<file path="src/rtl/search_pkg.sv">
// ---------------------------------------------------------------------------
// search_pkg
// Types and default sizes shared by the search scheduler and its arbiter.
//   state_t      : scheduler FSM states (IDLE -> LAUNCH -> WAIT -> RESPOND)
//   DEF_N_REQ    : default number of requesters
//   DEF_KEY_W    : default search key width
//   DEF_IDX_W    : default engine result index width
//   DEF_TIMEOUT  : default number of WAIT cycles before the search is aborted
// ---------------------------------------------------------------------------
package search_pkg;

   typedef enum logic [1:0] {
      IDLE    = 2'd0,
      LAUNCH  = 2'd1,
      WAIT    = 2'd2,
      RESPOND = 2'd3
   } state_t;

   localparam int DEF_N_REQ   = 4;
   localparam int DEF_KEY_W   = 32;
   localparam int DEF_IDX_W   = 32;
   localparam int DEF_TIMEOUT = 100;

endpackage

</file>
<file path="src/rtl/search_scheduler_arbiter.sv">
// ---------------------------------------------------------------------------
// rr_arbiter
// Purely combinational round-robin picker. The winner is the first asserted
// request at or after position i_ptr+1, wrapping modulo N.
// Ports:
//   i_req       in   N       request vector
//   i_ptr       in   PW      index of the previous winner
//   o_grant     out  N       one-hot grant (all zero when nothing requests)
//   o_grantIdx  out  PW      binary index of the winner
//   o_any       out  1       at least one request is asserted
// ---------------------------------------------------------------------------
module rr_arbiter
   import search_pkg::*;
#(
   parameter int N  = DEF_N_REQ,
   parameter int PW = $clog2(N)
) (
   input  logic [N-1:0]  i_req,
   input  logic [PW-1:0] i_ptr,
   output logic [N-1:0]  o_grant,
   output logic [PW-1:0] o_grantIdx,
   output logic          o_any
);

   // Walk the offsets from farthest to nearest so the nearest asserted
   // request after the pointer is the last one written and therefore wins.
   always_comb begin
      o_grantIdx = '0;
      o_any      = 1'b0;
      for (int off = N; off >= 1; off--) begin
         if (i_req[(int'(i_ptr) + off) % N]) begin
            o_grantIdx = PW'((int'(i_ptr) + off) % N);
            o_any      = 1'b1;
         end
      end
   end

   // Expand the winning index to a one-hot vector.
   always_comb begin
      o_grant = '0;
      for (int r = 0; r < N; r++) begin
         o_grant[r] = o_any && (o_grantIdx == PW'(r));
      end
   end

endmodule

</file>
<file path="src/rtl/search_scheduler.sv">
// ---------------------------------------------------------------------------
// search_scheduler
// Shares one search engine between N_REQ requesters. A round-robin arbiter
// picks a requester, its key is latched and the engine is launched. The
// scheduler then waits for the engine's done strobe or a timeout and returns
// found/index/timeout to the granted requester.
// Ports:
//   clock         in   1             rising-edge clock
//   reset         in   1             synchronous, active-low
//   req_valid     in   N_REQ         per-requester request
//   req_key       in   N_REQ*KEY_W   packed keys, requester r at [r*KEY_W +: KEY_W]
//   req_ready     out  N_REQ         one-hot acceptance pulse
//   resp_valid    out  N_REQ         one-hot response pulse
//   resp_found    out  1             engine reported a match
//   resp_timeout  out  1             search was aborted
//   resp_index    out  IDX_W         engine index at completion/abort
//   eng_start     out  1             engine launch pulse
//   eng_key       out  KEY_W         key of the current/last search
//   eng_abort     out  1             engine abort pulse
//   eng_done      in   1             engine completion strobe
//   eng_found     in   1             engine match flag, valid with eng_done
//   eng_index     in   IDX_W         engine's current index
//   busy          out  1             a transaction is in flight
// ---------------------------------------------------------------------------
module search_scheduler
   import search_pkg::*;
#(
   parameter int N_REQ   = DEF_N_REQ,
   parameter int KEY_W   = DEF_KEY_W,
   parameter int IDX_W   = DEF_IDX_W,
   parameter int TIMEOUT = DEF_TIMEOUT
) (
   input  logic                   clock,
   input  logic                   reset,
   input  logic [N_REQ-1:0]       req_valid,
   input  logic [N_REQ*KEY_W-1:0] req_key,
   output logic [N_REQ-1:0]       req_ready,
   output logic [N_REQ-1:0]       resp_valid,
   output logic                   resp_found,
   output logic                   resp_timeout,
   output logic [IDX_W-1:0]       resp_index,
   output logic                   eng_start,
   output logic [KEY_W-1:0]       eng_key,
   output logic                   eng_abort,
   input  logic                   eng_done,
   input  logic                   eng_found,
   input  logic [IDX_W-1:0]       eng_index,
   output logic                   busy
);

   localparam int PW = $clog2(N_REQ);
   localparam int TW = $clog2(TIMEOUT + 1);

   state_t             r_state;
   state_t             w_nextState;
   logic [PW-1:0]      r_rrPtr;
   logic [PW-1:0]      r_grantIdx;
   logic [TW-1:0]      r_timer;
   logic [KEY_W-1:0]   r_engKey;
   logic               r_respFound;
   logic               r_respTimeout;
   logic [IDX_W-1:0]   r_respIndex;

   logic [N_REQ-1:0]   w_grant;
   logic [PW-1:0]      w_grantIdx;
   logic               w_any;
   logic [KEY_W-1:0]   w_selKey;
   logic [N_REQ-1:0]   w_grantOneHot;
   logic               w_timerExpired;

   rr_arbiter #(
      .N  (N_REQ),
      .PW (PW)
   ) u_arbiter (
      .i_req      (req_valid),
      .i_ptr      (r_rrPtr),
      .o_grant    (w_grant),
      .o_grantIdx (w_grantIdx),
      .o_any      (w_any)
   );

   // Key of the requester the arbiter is currently choosing.
   always_comb begin
      w_selKey = '0;
      for (int r = 0; r < N_REQ; r++) begin
         if (w_grantIdx == PW'(r)) begin
            w_selKey = req_key[r*KEY_W +: KEY_W];
         end
      end
   end

   // One-hot form of the latched grant, used to steer the response pulse.
   always_comb begin
      w_grantOneHot = '0;
      for (int r = 0; r < N_REQ; r++) begin
         w_grantOneHot[r] = (r_grantIdx == PW'(r));
      end
   end

   // The timer is zero in the first WAIT cycle, so this fires in WAIT
   // cycle number TIMEOUT.
   assign w_timerExpired = (r_timer == TW'(TIMEOUT - 1));

   // State register.
   always_ff @(posedge clock) begin
      if (!reset) begin
         r_state <= IDLE;
      end else begin
         r_state <= w_nextState;
      end
   end

   // Next-state and pulse outputs. Everything is forced low while reset is
   // asserted so a transaction cut off by reset never shows a response,
   // abort or acceptance to the outside world.
   always_comb begin
      w_nextState = r_state;
      req_ready   = '0;
      resp_valid  = '0;
      eng_start   = 1'b0;
      eng_abort   = 1'b0;
      busy        = 1'b0;
      case (r_state)
         IDLE: begin
            if (w_any) begin
               req_ready   = w_grant;
               w_nextState = LAUNCH;
            end
         end
         LAUNCH: begin
            busy        = 1'b1;
            eng_start   = 1'b1;
            w_nextState = WAIT;
         end
         WAIT: begin
            busy = 1'b1;
            if (eng_done) begin
               w_nextState = RESPOND;
            end else if (w_timerExpired) begin
               eng_abort   = 1'b1;
               w_nextState = RESPOND;
            end
         end
         RESPOND: begin
            busy        = 1'b1;
            resp_valid  = w_grantOneHot;
            w_nextState = IDLE;
         end
         default: begin
            w_nextState = IDLE;
         end
      endcase
      if (!reset) begin
         w_nextState = IDLE;
         req_ready   = '0;
         resp_valid  = '0;
         eng_start   = 1'b0;
         eng_abort   = 1'b0;
         busy        = 1'b0;
      end
   end

   // Datapath registers: grant and key capture at acceptance, timeout
   // counter, result capture on done/abort, and the round-robin pointer
   // which only advances once the response has been delivered.
   always_ff @(posedge clock) begin
      if (!reset) begin
         r_rrPtr       <= PW'(N_REQ - 1);
         r_grantIdx    <= '0;
         r_timer       <= '0;
         r_engKey      <= '0;
         r_respFound   <= 1'b0;
         r_respTimeout <= 1'b0;
         r_respIndex   <= '0;
      end else begin
         case (r_state)
            IDLE: begin
               if (w_any) begin
                  r_grantIdx <= w_grantIdx;
                  r_engKey   <= w_selKey;
               end
            end
            LAUNCH: begin
               r_timer <= '0;
            end
            WAIT: begin
               r_timer <= r_timer + TW'(1);
               if (eng_done) begin
                  r_respFound   <= eng_found;
                  r_respIndex   <= eng_index;
                  r_respTimeout <= 1'b0;
               end else if (w_timerExpired) begin
                  r_respFound   <= 1'b0;
                  r_respIndex   <= eng_index;
                  r_respTimeout <= 1'b1;
               end
            end
            RESPOND: begin
               r_rrPtr <= r_grantIdx;
            end
            default: begin
               r_timer <= '0;
            end
         endcase
      end
   end

   assign eng_key      = r_engKey;
   assign resp_found   = r_respFound;
   assign resp_timeout = r_respTimeout;
   assign resp_index   = r_respIndex;

endmodule
</file>
<file path="config.mk">
export PLATFORM = sky130hd
export DESIGN_NAME = search_scheduler
export DESIGN_NICKNAME = d
export VERILOG_FILES = /design/src/rtl/search_pkg.sv /design/src/rtl/search_scheduler_arbiter.sv /design/src/rtl/search_scheduler.sv
export SDC_FILE = /design/constraint.sdc
export NUM_CORES = 1
export LEC_CHECK = 0
export CAP_MARGIN = 40
export CORE_MARGIN = 2
export CORE_UTILIZATION = 39
export DETAILED_ROUTE_END_ITERATION = 16
export PLACE_DENSITY = 0.87
export SLEW_MARGIN = 20
export SYNTH_ARGS = -nofsm -noshare
export SYNTH_HDL_FRONTEND = slang
export SYNTH_SLANG_ARGS = --single-unit
</file>
<file path="constraint.sdc">
create_clock -name clock -period 3.6 [get_ports clock]
set_clock_uncertainty 0.15 [all_clocks]
set_input_delay 0.72 -clock clock [delete_from_list [all_inputs] [get_ports clock]]
set_output_delay 0.72 -clock clock [all_outputs]
set_load 0.05 [all_outputs]
</file>
==> results of run 1 <==
-- metal layers --
layer  vias up  global-route usage (%)  wire (µm)
met4         0                    13.1        631
met1      1812                    24.7       4670
met3        43                    10.2       1480
li1       1954                       -          -
met2       182                    45.4       6670
met5         -                       0          0
-- cell usage after synthesis (all sizes together) (2+ instances only) --
cell | instances | area share, %
buf | 15 | 2.6
o221ai | 32 | 7.5
xor2 | 3 | 0.70
mux2i | 68 | 18
nand2 | 103 | 10
ha | 6 | 2.0
clkbuf | 14 | 1.4
dfxtp | 79 | 42
nand2b | 5 | 0.84
nand3 | 3 | 0.53
nor2 | 21 | 2.2
a21oi | 38 | 5.5
o21ai | 6 | 0.80
nand4 | 2 | 0.33
or3 | 2 | 0.33
inv | 8 | 0.80
-- power by group through the flow --
stage	Clock (µW)	Sequential (µW)	Combinational (µW)
3_3_place_gp	0	1180	1930
3_5_place_dp	0	1200	1970
2_1_floorplan	0	1760	688
6_report	818	1180	1970
5_1_grt	877	1200	2090
4_1_cts	838	1180	1980
-- state kept, by name (all words and copies together) (netlist names) --
signal / cells
r_timer: 7
r_grantIdx: 2
r_rrPtr: 2
resp_index: 32
r_state: 2
resp_timeout: 1
eng_key: 32
resp_found: 1
-- final timing paths --
check                           cells past startpoint  slack [ps]        endpoint
worst max register to register                      7        1290  resp_index[25]
worst min-delay path                                2         310  resp_index[20]
worst min register to register                      2         310  resp_index[20]
worst max-delay path                                6         400    req_ready[2]
-- cell families (layout without fill, tap and decap cells) --
kind of cell	count (synthesis)	count (layout)	synth area share, %
muxes	68	68	18.2
and+or+nand+nor	142	142	16.0
buffers and inverters	37	275	4.78
adders and majority gates	6	6	2.00
xor gates and xnor gates	4	4	0.935
DFF	79	79	42.2
AOI/OAI and AO/OA	85	85	15.9
-- per-stage QoR --
step | worst slack, ps | total power, µW | cell area [µm²]
floorplan | 593 | 2450 | 3750
global placement | 423 | 3120 | 6290
detailed placement | 379 | 3170 | 6290
CTS | 385 | 4000 | 6550
global route | 300 | 4170 | 6550
finish | 404 | 3970 | 6550
-- area by class of cell --
| type | count | area share, % |
|---|---|---|
| inverters | 8 | 0.459 |
| clock buffers | 9 | 1.89 |
| clock inverters | 7 | 1.93 |
| multi-input cells | 305 | 30.4 |
| well taps | 129 | 2.47 |
| flip-flops and latches | 79 | 24.2 |
| repair buffers | 251 | 38.7 |
-- worst max-delay path, delay by kind of cell --
kind                   cells  cell delay (ps)
AND/OR/NAND/NOR            3              510
buffers and inverters      2              730
AO/OA/AOI/OAI              1              370
==> impl_metrics.yaml, run 1 <==
sta:
  hold_viol: 0
  setup_viol: 0
  finalCritPeriodShare_pct: 88.8
  rsz0062_at_grt: "no"
  finalCriticalPeriod_ps: 3200
  relSlewSlack_pct: 48.6
  worst_pin_slew_ps: 770
  drv_slew: 0
  final.setup.tns_ps: 0
  hold_slack_ps: 309
  max_freq_ghz: 0.313
min_path:
  hold_path_class: "flop to flop"
  hp-start: "resp_index[20]"
floorplan:
  start_util_pct: 40.4
  die_y_um: 102
  die_w_um: 102
  core-area_um2: 9280
  dieArea_um2: 10400
  io_pins: 245
  rows: 35
critical_path:
  setup.worst_path.start: "req_valid[3]"
  end_kind: "output pin"
  crit_required_ps: 2730
  cp_cell_sequence: "clkdlybuf4s50_1 > nor2_2 > a21boi_2 > nand3_2 > nor2_1 > buf_12"
  slowest_stage: "clkdlybuf4s50_1"
  crit_type: "input port to output pin"
  critPathLaunchType: "input port"
  slowest_delay_ps: 560
  crit_fanout: 6
  critPathArrivalTime_ps: 2330
  timing.rr.start: "r_timer[0]"
final_layout:
  multi_input_area_um2: 1990
  drive_above_1_share_pct: 6.83
  fin_util_pct: 70.5
  final_common_cell: "clkdlybuf4s50_1"
  diodes: 0
  regArea_um2: 1580
  finalNonFillerCells: 788
  final_cell_mix: "233 x clkdlybuf4s50_1, 103 x nand2_1, 79 x dfxtp_1"
  fillers: 712
  syn2layout_area_growth_pct: 74.7
  nets: 828
power:
  pwr-share-seq_pct: 29.7
  p_sw_uw: 1660
  p_per_area_nw_per_um2: 606
  clockPowerShare_pct: 20.6
  p_int_uw: 2300
  peakVddDrop_mv: 0.271
  pwr-share-comb_pct: 49.6
  power_leakage_uw: 0.00240
  p_sw_share_pct: 41.9
placement:
  hpwl_mm: 10.6
  dp.cells: 772
  gp_congestion: 0.800
  port-buffer-count: 244
routing:
  wl_mm: 13.5
  firstDrtPassIters: 4
  viasPerCell: 5.06
  ant_nets: 0
  vias: 3991
  first_iter_violations: 70
  wl_per_cell_um: 17.1
  drc: 0
logic_synthesis:
  synthArstFlopShare_pct: 0
  yosys_warnings: 0
  synth_seq_cells: 79
  ys.flop_type: "dfxtp_1"
  synthesis.area_um2: 3750
  ys_seq_area_share_pct: 42.2
  syn_avg_cell_area_um2: 8.90
  synth_edf_count: 0
  netlist-cell-type-count: 40
  syn_nets: 595
  syn_inst: 421
global_route:
  grt_pass1_vias: 4130
  grt_overflow_total: 0
  grt_use_total_pct: 25.2
  antenna_found_initial: 0
  grt_pass1_wl_mm: 20.3
  grt_max_degree: 60
clocking:
  clockBufferDepth: 2
  cts_tree: "done"
  clk_latency_ps: 340
  htreeDepth: 3
  cts_resized: 0
  cts-hold-fix-buffers: 0
  post_cts_buffers: 0
  cts_sinks: 79
  clk_pin_slew_worst_paths_ps: 90
  numCtsBuffers: 9
  cts_root_buf: "clkbuf_8"
outcome:
  status: "finished, final reports clean"
flow_run:
  maxCapViolations: 0
(Power assumes the default switching activity.)
==> inputs of run 2 (changes only) <==
- ABC_CLOCK_PERIOD_IN_PS: default -> 3600
- SKIP_LAST_GASP: default -> 1
==> results of run 2 <==
Final layout, timing and power as in run 1 (identical DEF).
==> inputs of run 3 (changes only) <==
- ABC_AREA: default -> 1
- CORE_UTILIZATION: 39 -> 41
- SLEW_MARGIN: 20 -> default
==> impl_metrics.yaml, run 3 <==
logic_synthesis:
  syn_nets: 816
  ys_seq_area_share_pct: 37.9
  netlist-cell-type-count: 30
  syn_avg_cell_area_um2: 6.49
  synth_edf_count: 0
  synth_top_area_share_pct: 37.9
  synthArstFlopShare_pct: 0
  ys.flop_type: "dfxtp_1"
  yosysMostFrequentCell: "nand2_1"
  yosys_warnings: 0
  synth_top_cell_by_area: "dfxtp_1"
  synth_seq_cells: 79
  netlist_top_cells_area: "dfxtp_1 38%, nand2_1 16%, nor2_1 11%"
  synthTopCellsByCount: "173 x nand2_1, 117 x nor2_1, 79 x dfxtp_1, 72 x o21ai_0, 42 x nand3_1"
  syn_inst: 642
  synthesis.area_um2: 4170
final_layout:
  syn2layout_area_growth_pct: 66.7
  nets: 1046
  final_cell_mix: "233 x clkdlybuf4s50_1, 173 x nand2_1, 117 x nor2_1"
  diodes: 0
  fin_util_pct: 70.7
  fillers: 820
  final_common_cell: "clkdlybuf4s50_1"
  drive_above_1_share_pct: 7.18
  finalNonFillerCells: 1010
sta:
  drv_slew: 0
  relSlewSlack_pct: 60.9
  rsz0062_at_grt: "no"
  final.setup.tns_ps: 0
  hold_slack_ps: 316
  hold_viol: 0
  setup_viol: 0
  max_freq_ghz: 0.298
  worst_pin_slew_ps: 581
  finalCritPeriodShare_pct: 93.3
  finalCriticalPeriod_ps: 3360
global_route:
  grt_overflow_total: 0
  grt_use_total_pct: 25.2
  antenna_found_initial: 0
  grt_pass1_wl_mm: 22.8
  grt_pass1_vias: 4978
  grt_max_degree: 54
clocking:
  cts_root_buf: "clkbuf_8"
  cts_sinks: 79
  numCtsBuffers: 9
  htreeDepth: 3
  cts_resized: 0
  clk_latency_ps: 340
  cts-hold-fix-buffers: 0
  post_cts_buffers: 0
  cts_tree: "done"
  clk_pin_slew_worst_paths_ps: 80
  clockBufferDepth: 2
min_path:
  hold_depth: 2
  hold_path_class: "flop to flop"
placement:
  gp_congestion: 0.880
  hpwl_mm: 11.1
  port-buffer-count: 244
  dp.cells: 994
power:
  power_leakage_uw: 0.00284
  power_uw: 5430
  peakVddDrop_mv: 0.471
  p_per_area_nw_per_um2: 782
critical_path:
  worst-path-stages: 12
  critPathLaunchType: "input port"
  crit_type: "input port to output pin"
  cp_cell_sequence: "clkdlybuf4s50_1 > inv_1 > nand2_1 > nand3_1 > nand2_1 > inv_1 > nand2_2 > nand2_1 > nand2_2 > nand2_4 > nor3_2 > buf_12"
  r2r_cells: 16
  end_kind: "output pin"
  crit_top_cell: "nand2_1"
  slowest_delay_ps: 500
  slowest_stage: "clkdlybuf4s50_1"
  crit_family: "simple AND/OR/NAND/NOR gates"
  worst-path-buf-inv: 4
  crit_fanout: 13
  crit_required_ps: 2730
  critPathArrivalTime_ps: 2490
routing:
  drc: 0
  viasPerCell: 5.03
  ant_nets: 0
  vias: 5080
  wl_per_cell_um: 13.9
  first_iter_violations: 184
  wl_mm: 14.1
  firstDrtPassIters: 7
floorplan:
  die_y_um: 105
  dieArea_um2: 11000
  start_util_pct: 42.4
  core-area_um2: 9820
  die_w_um: 105
  rows: 36
  io_pins: 245
outcome:
  status: "finished, final reports clean"
flow_run:
  maxCapViolations: 0
==> run 3: cell types whose count changed after synthesis, sizes merged, moves of 31 or more <==
cell / before / now
o221ai: 32 / 0
o21ai: 6 / 75
inv: 8 / 39
nand3: 3 / 43
nor2: 21 / 119
nand2: 103 / 185
mux2i: 68 / 0
==> run 3: kinds of logic (layout without fill, tap and decap cells) <==
kind of cell	Yosys count	count (layout)	share of synthesized area (%)
compound gates	98	98	12.0
fa+ha+maj	6	6	1.80
buf+inv	76	311	8.53
flops	79	79	37.9
simple gates	383	383	39.7
==> run 3: area by class of cell <==
type                       count  area (µm²)  share of cell area [%]
tap                          133         166                    2.40
inverter                      39         149                    2.14
clock buffer                  10         138                    1.98
clock inverter                 6        51.3                   0.738
timing repair buffer         256        2620                    37.6
sequential                    79        1580                    22.8
multi-input combinational    487        2250                    32.3
==> run 3: final timing paths <==
check | startpoint | endpoint | slack (ps)
worst min-delay path | eng_key[14] | eng_key[14] | 320
worst max-delay path | req_valid[1] | req_ready[2] | 240
worst max register to register | r_rrPtr[0] | eng_key[24] | 1010
worst min register to register | eng_key[14] | eng_key[14] | 320
==> run 3: worst reg2reg max path: stages, from the launching register on <==
cell and delay, ps:
dfxtp_1 480, inv_2 160, nand2_1 90, nand2_1 80, nand2_1 90, nand2_2 70
nor2_1 110, nand2_1 100, nand2_4 200, inv_4 90, nand2_4 70, buf_4 250
inv_2 200, nand2_1 130, nand2_1 60, nor2_1 120, nor2_1 50
==> run 3: routing by layer <==
| metal | share of wire (%) | global-route usage, % | vias to the layer above | wire, µm |
|---|---|---|---|---|
| li1 | - | - | 2534 | - |
| met1 | 38 | 26.0 | 2296 | 5330 |
| met2 | 53 | 48.9 | 209 | 7430 |
| met3 | 6.0 | 5.86 | 41 | 838 |
| met4 | 3.4 | 8.76 | 0 | 476 |
| met5 | 0 | 0 | - | 0 |
==> run 3: through the flow <==
stage | instance area [µm²] | setup WS, ps
detailed placement | 6740 | 110
CTS | 6930 | 101
finish | 6950 | 241
global route | 6950 | 48.3
global placement | 6740 | 223
floorplan | 4170 | -45.3
==> run 3: report_power, final <==
part	internal [µW]	leakage [µW]	switching (µW)
logic	1220	0.00210	2310
clock network	278	0.0000935	346
registers	1140	0.000648	141
==> RTL edit: new RTL, settings of run 1 <==
Set the package constant `DEF_KEY_W` to 36 (it was 32).
--- a/src/rtl/search_pkg.sv
+++ b/src/rtl/search_pkg.sv
@@ -17,7 +17,7 @@
    } state_t;
 
    localparam int DEF_N_REQ   = 4;
-   localparam int DEF_KEY_W   = 32;
+   localparam int DEF_KEY_W   = 36;
    localparam int DEF_IDX_W   = 32;
    localparam int DEF_TIMEOUT = 100;
 
Ports: changed (resized eng_key and req_key); port bits go from 245 to 265. No check against the original RTL was run, so the function may have changed too.
==> RTL edit against run 1 <==
  * Wire length is 5.3% higher
  * Setup slack improved by 0.012 ns
  * Critical path depth is 1 higher
  * Cell area increased by 7.1%
  * First-iteration DRC count grew to 2.5 times the old value
  * Synthesized cell count up 5.0%
  * Fmax grew 0.39%
  * Area after synthesis grew 6.7%
  * Power grew 8.2%
  * Sequential cell count up 4
  * Utilization grew 0.59 points
==> RTL edit: results (changes against run 1) <==
outcome: "finished, final reports clean"  # unchanged
num_vias: 4237  # was 3991
clock_path_buffers: 2  # unchanged
clk_latency_ns: 0.35
grt_first_pass_wirelength_um: 21760  # was 20310 µm
async_flop_share: 0  # unchanged
grt_max_degree: 66  # was 60
synth_seq_cells: 83  # was 79
worstHoldPathType: "reg -> reg"  # unchanged
dp.cells: 816  # was 772
numCtsBuffers: 9  # unchanged
synth_cell_types: 38  # was 40
clockRootBuffer: "clkbuf_8"  # unchanged
r2r_slack_ns: 1.42  # was 1.29 ns
startpoint: "req_valid[1]"  # was req_valid[3]
switchingPower_w: 0.001775  # was 0.001662 W
synth-compound-area-share: 0.1546  # was 0.1587
max_slew_margin: 0.6290  # was 0.4864
worst-path-max-fanout: 7  # was 6
endpoint: "req_ready[0]"  # was req_ready[2]
rr_endpoint: "eng_key[11]"  # was resp_index[25]
drc: 0  # unchanged
dr.pass1.iters: 4  # unchanged
layout.nets: 884  # was 828
reg2regPathDepth: 6  # was 7
ys_seq_area_frac: 0.4155  # was 0.4222
antenna_found_initial: 0  # unchanged
muxShareOfSynthArea: 0.1927  # was 0.1817
avgSynthCellArea_um2: 9.047  # was 8.898 µm²
max_stage_delay_ns: 0.52  # was 0.56 ns
ys_warn_count: 0  # unchanged
post_cts_buffers: 0  # unchanged
whs_path_depth: 2  # unchanged
place_congestion: 0.8090  # was 0.7997
dp_hpwl_um: 10850  # was 10620 µm
ir_drop_v: 0.0003241  # was 0.0002709 V
grt_pass1_vias: 4279  # was 4130
totalWireLength_um: 14170  # was 13460 µm
htreeDepth: 3  # unchanged
portBuffers: 264  # was 244
post_drt_wl_per_cell_um: 17.06  # was 17.08 µm
drive_gt1_frac: 0.06160  # was 0.06829
track_usage: 0.2461  # was 0.2518
largest_reg_flops: 36
r2r_start: "r_rrPtr[1]"  # was r_timer[0]
p_leak_nw: 2.585  # was 2.400 nW
arrival_ns: 2.31  # was 2.33 ns
synth_nets: 632  # was 595
synth.area.top_cells: "dfxtp_1 42%, mux2i_1 19%, nand2_1 9.9%"  # was dfxtp_1 42%, mux2i_1 18%, nand2_1 10%
synthAdderAreaFrac: 0.01877  # was 0.02004
dr.first_iter.drc_count: 175  # was 70
slowest_stage: "clkdlybuf4s50_1"  # unchanged
synthXorXnorAreaFrac: 0.008761  # was 0.009352
synth_common_cells: "106 x nand2_1, 83 x dfxtp_1, 77 x mux2i_1"  # was 103 x nand2_1, 79 x dfxtp_1, 68 x mux2i_1
-- RTL edit: cell count changes after synthesis, moves of 2 or more --
cell             run 1  this run
clkbuf_1            14         9
mux2i_1             68        77
nand2_1            103       106
buf_2               11        13
dfxtp_1             79        83
o221ai_1            32        36
buf_6                3         8
-- RTL edit: cell type report --
cell class	count	area, µm²
fill	740	2851
timing repair buffer	272	2763
multi-input combinational	320	2131
sequential	83	1662
tap	133	166.4
clock inverter	6	137.6
clock buffer	9	123.9
inverter	8	30.03
-- RTL edit: logic make-up (layout without fill, tap and decap cells) --
logic type	after synthesis	in the layout
AND/OR/NAND/NOR	145	145
multiplexers	77	77
adder cells (fa/ha/maj)	6	6
XOR/XNOR	4	4
AO/OA/AOI/OAI	88	88
buffers and inverters	39	295
flip-flops	83	83
-- RTL edit: power by group through the flow --
stage	clock network (W)	logic, W	registers, W
6_report	0.000878	0.00216	0.00125
4_1_cts	0.000895	0.00217	0.00125
3_5_place_dp	0	0.00216	0.00127
5_1_grt	0.000932	0.00228	0.00127
2_1_floorplan	0	0.000763	0.00189
3_3_place_gp	0	0.00211	0.00125
-- RTL edit: per-layer routing --
layer | global-route usage | share of wire | up-vias
met5 | 0 | 0 | -
met4 | 0.09238 | 0.026 | 0
met3 | 0.08596 | 0.091 | 27
met2 | 0.4369 | 0.50 | 173
met1 | 0.2686 | 0.38 | 1970
li1 | - | - | 2067
-- RTL edit: worst min-delay path by stage --
| stage | startpoint | slack, ns | to |
|---|---|---|---|
| floorplan | r_timer[6] | 0.31 | r_timer[6] |
| global placement | eng_key[15] | 0.29 | eng_key[15] |
| detailed placement | resp_index[8] | 0.30 | resp_index[8] |
| CTS | resp_index[8] | 0.31 | resp_index[8] |
| global route | resp_index[30] | 0.33 | resp_index[30] |
| finish | resp_index[10] | 0.31 | resp_index[10] |
-- RTL edit: per-stage QoR --
stage | util | worst slack [ns] | area (µm²) | hold WS, ns | total power [W]
finish | 0.7109 | 0.4166 | 7013 | 0.3078 | 0.004292
global route | 0.7109 | 0.3600 | 7013 | 0.3270 | 0.004483
CTS | 0.7109 | 0.4049 | 7013 | 0.3093 | 0.004319
detailed placement | 0.6844 | 0.4202 | 6751 | 0.2977 | 0.003436
global placement | 0.6824 | 0.4380 | 6731 | 0.2914 | 0.003369
floorplan | - | 0.6194 | 3999 | 0.3083 | 0.002652
-- RTL edit: critical path: cells and delay by family --
| family | cells | cell delay [ns] |
|---|---|---|
| buffers and inverters | 3 | 0.89 |
| AND/OR/NAND/NOR | 1 | 0.21 |
| AO/OA/AOI/OAI | 3 | 0.49 |
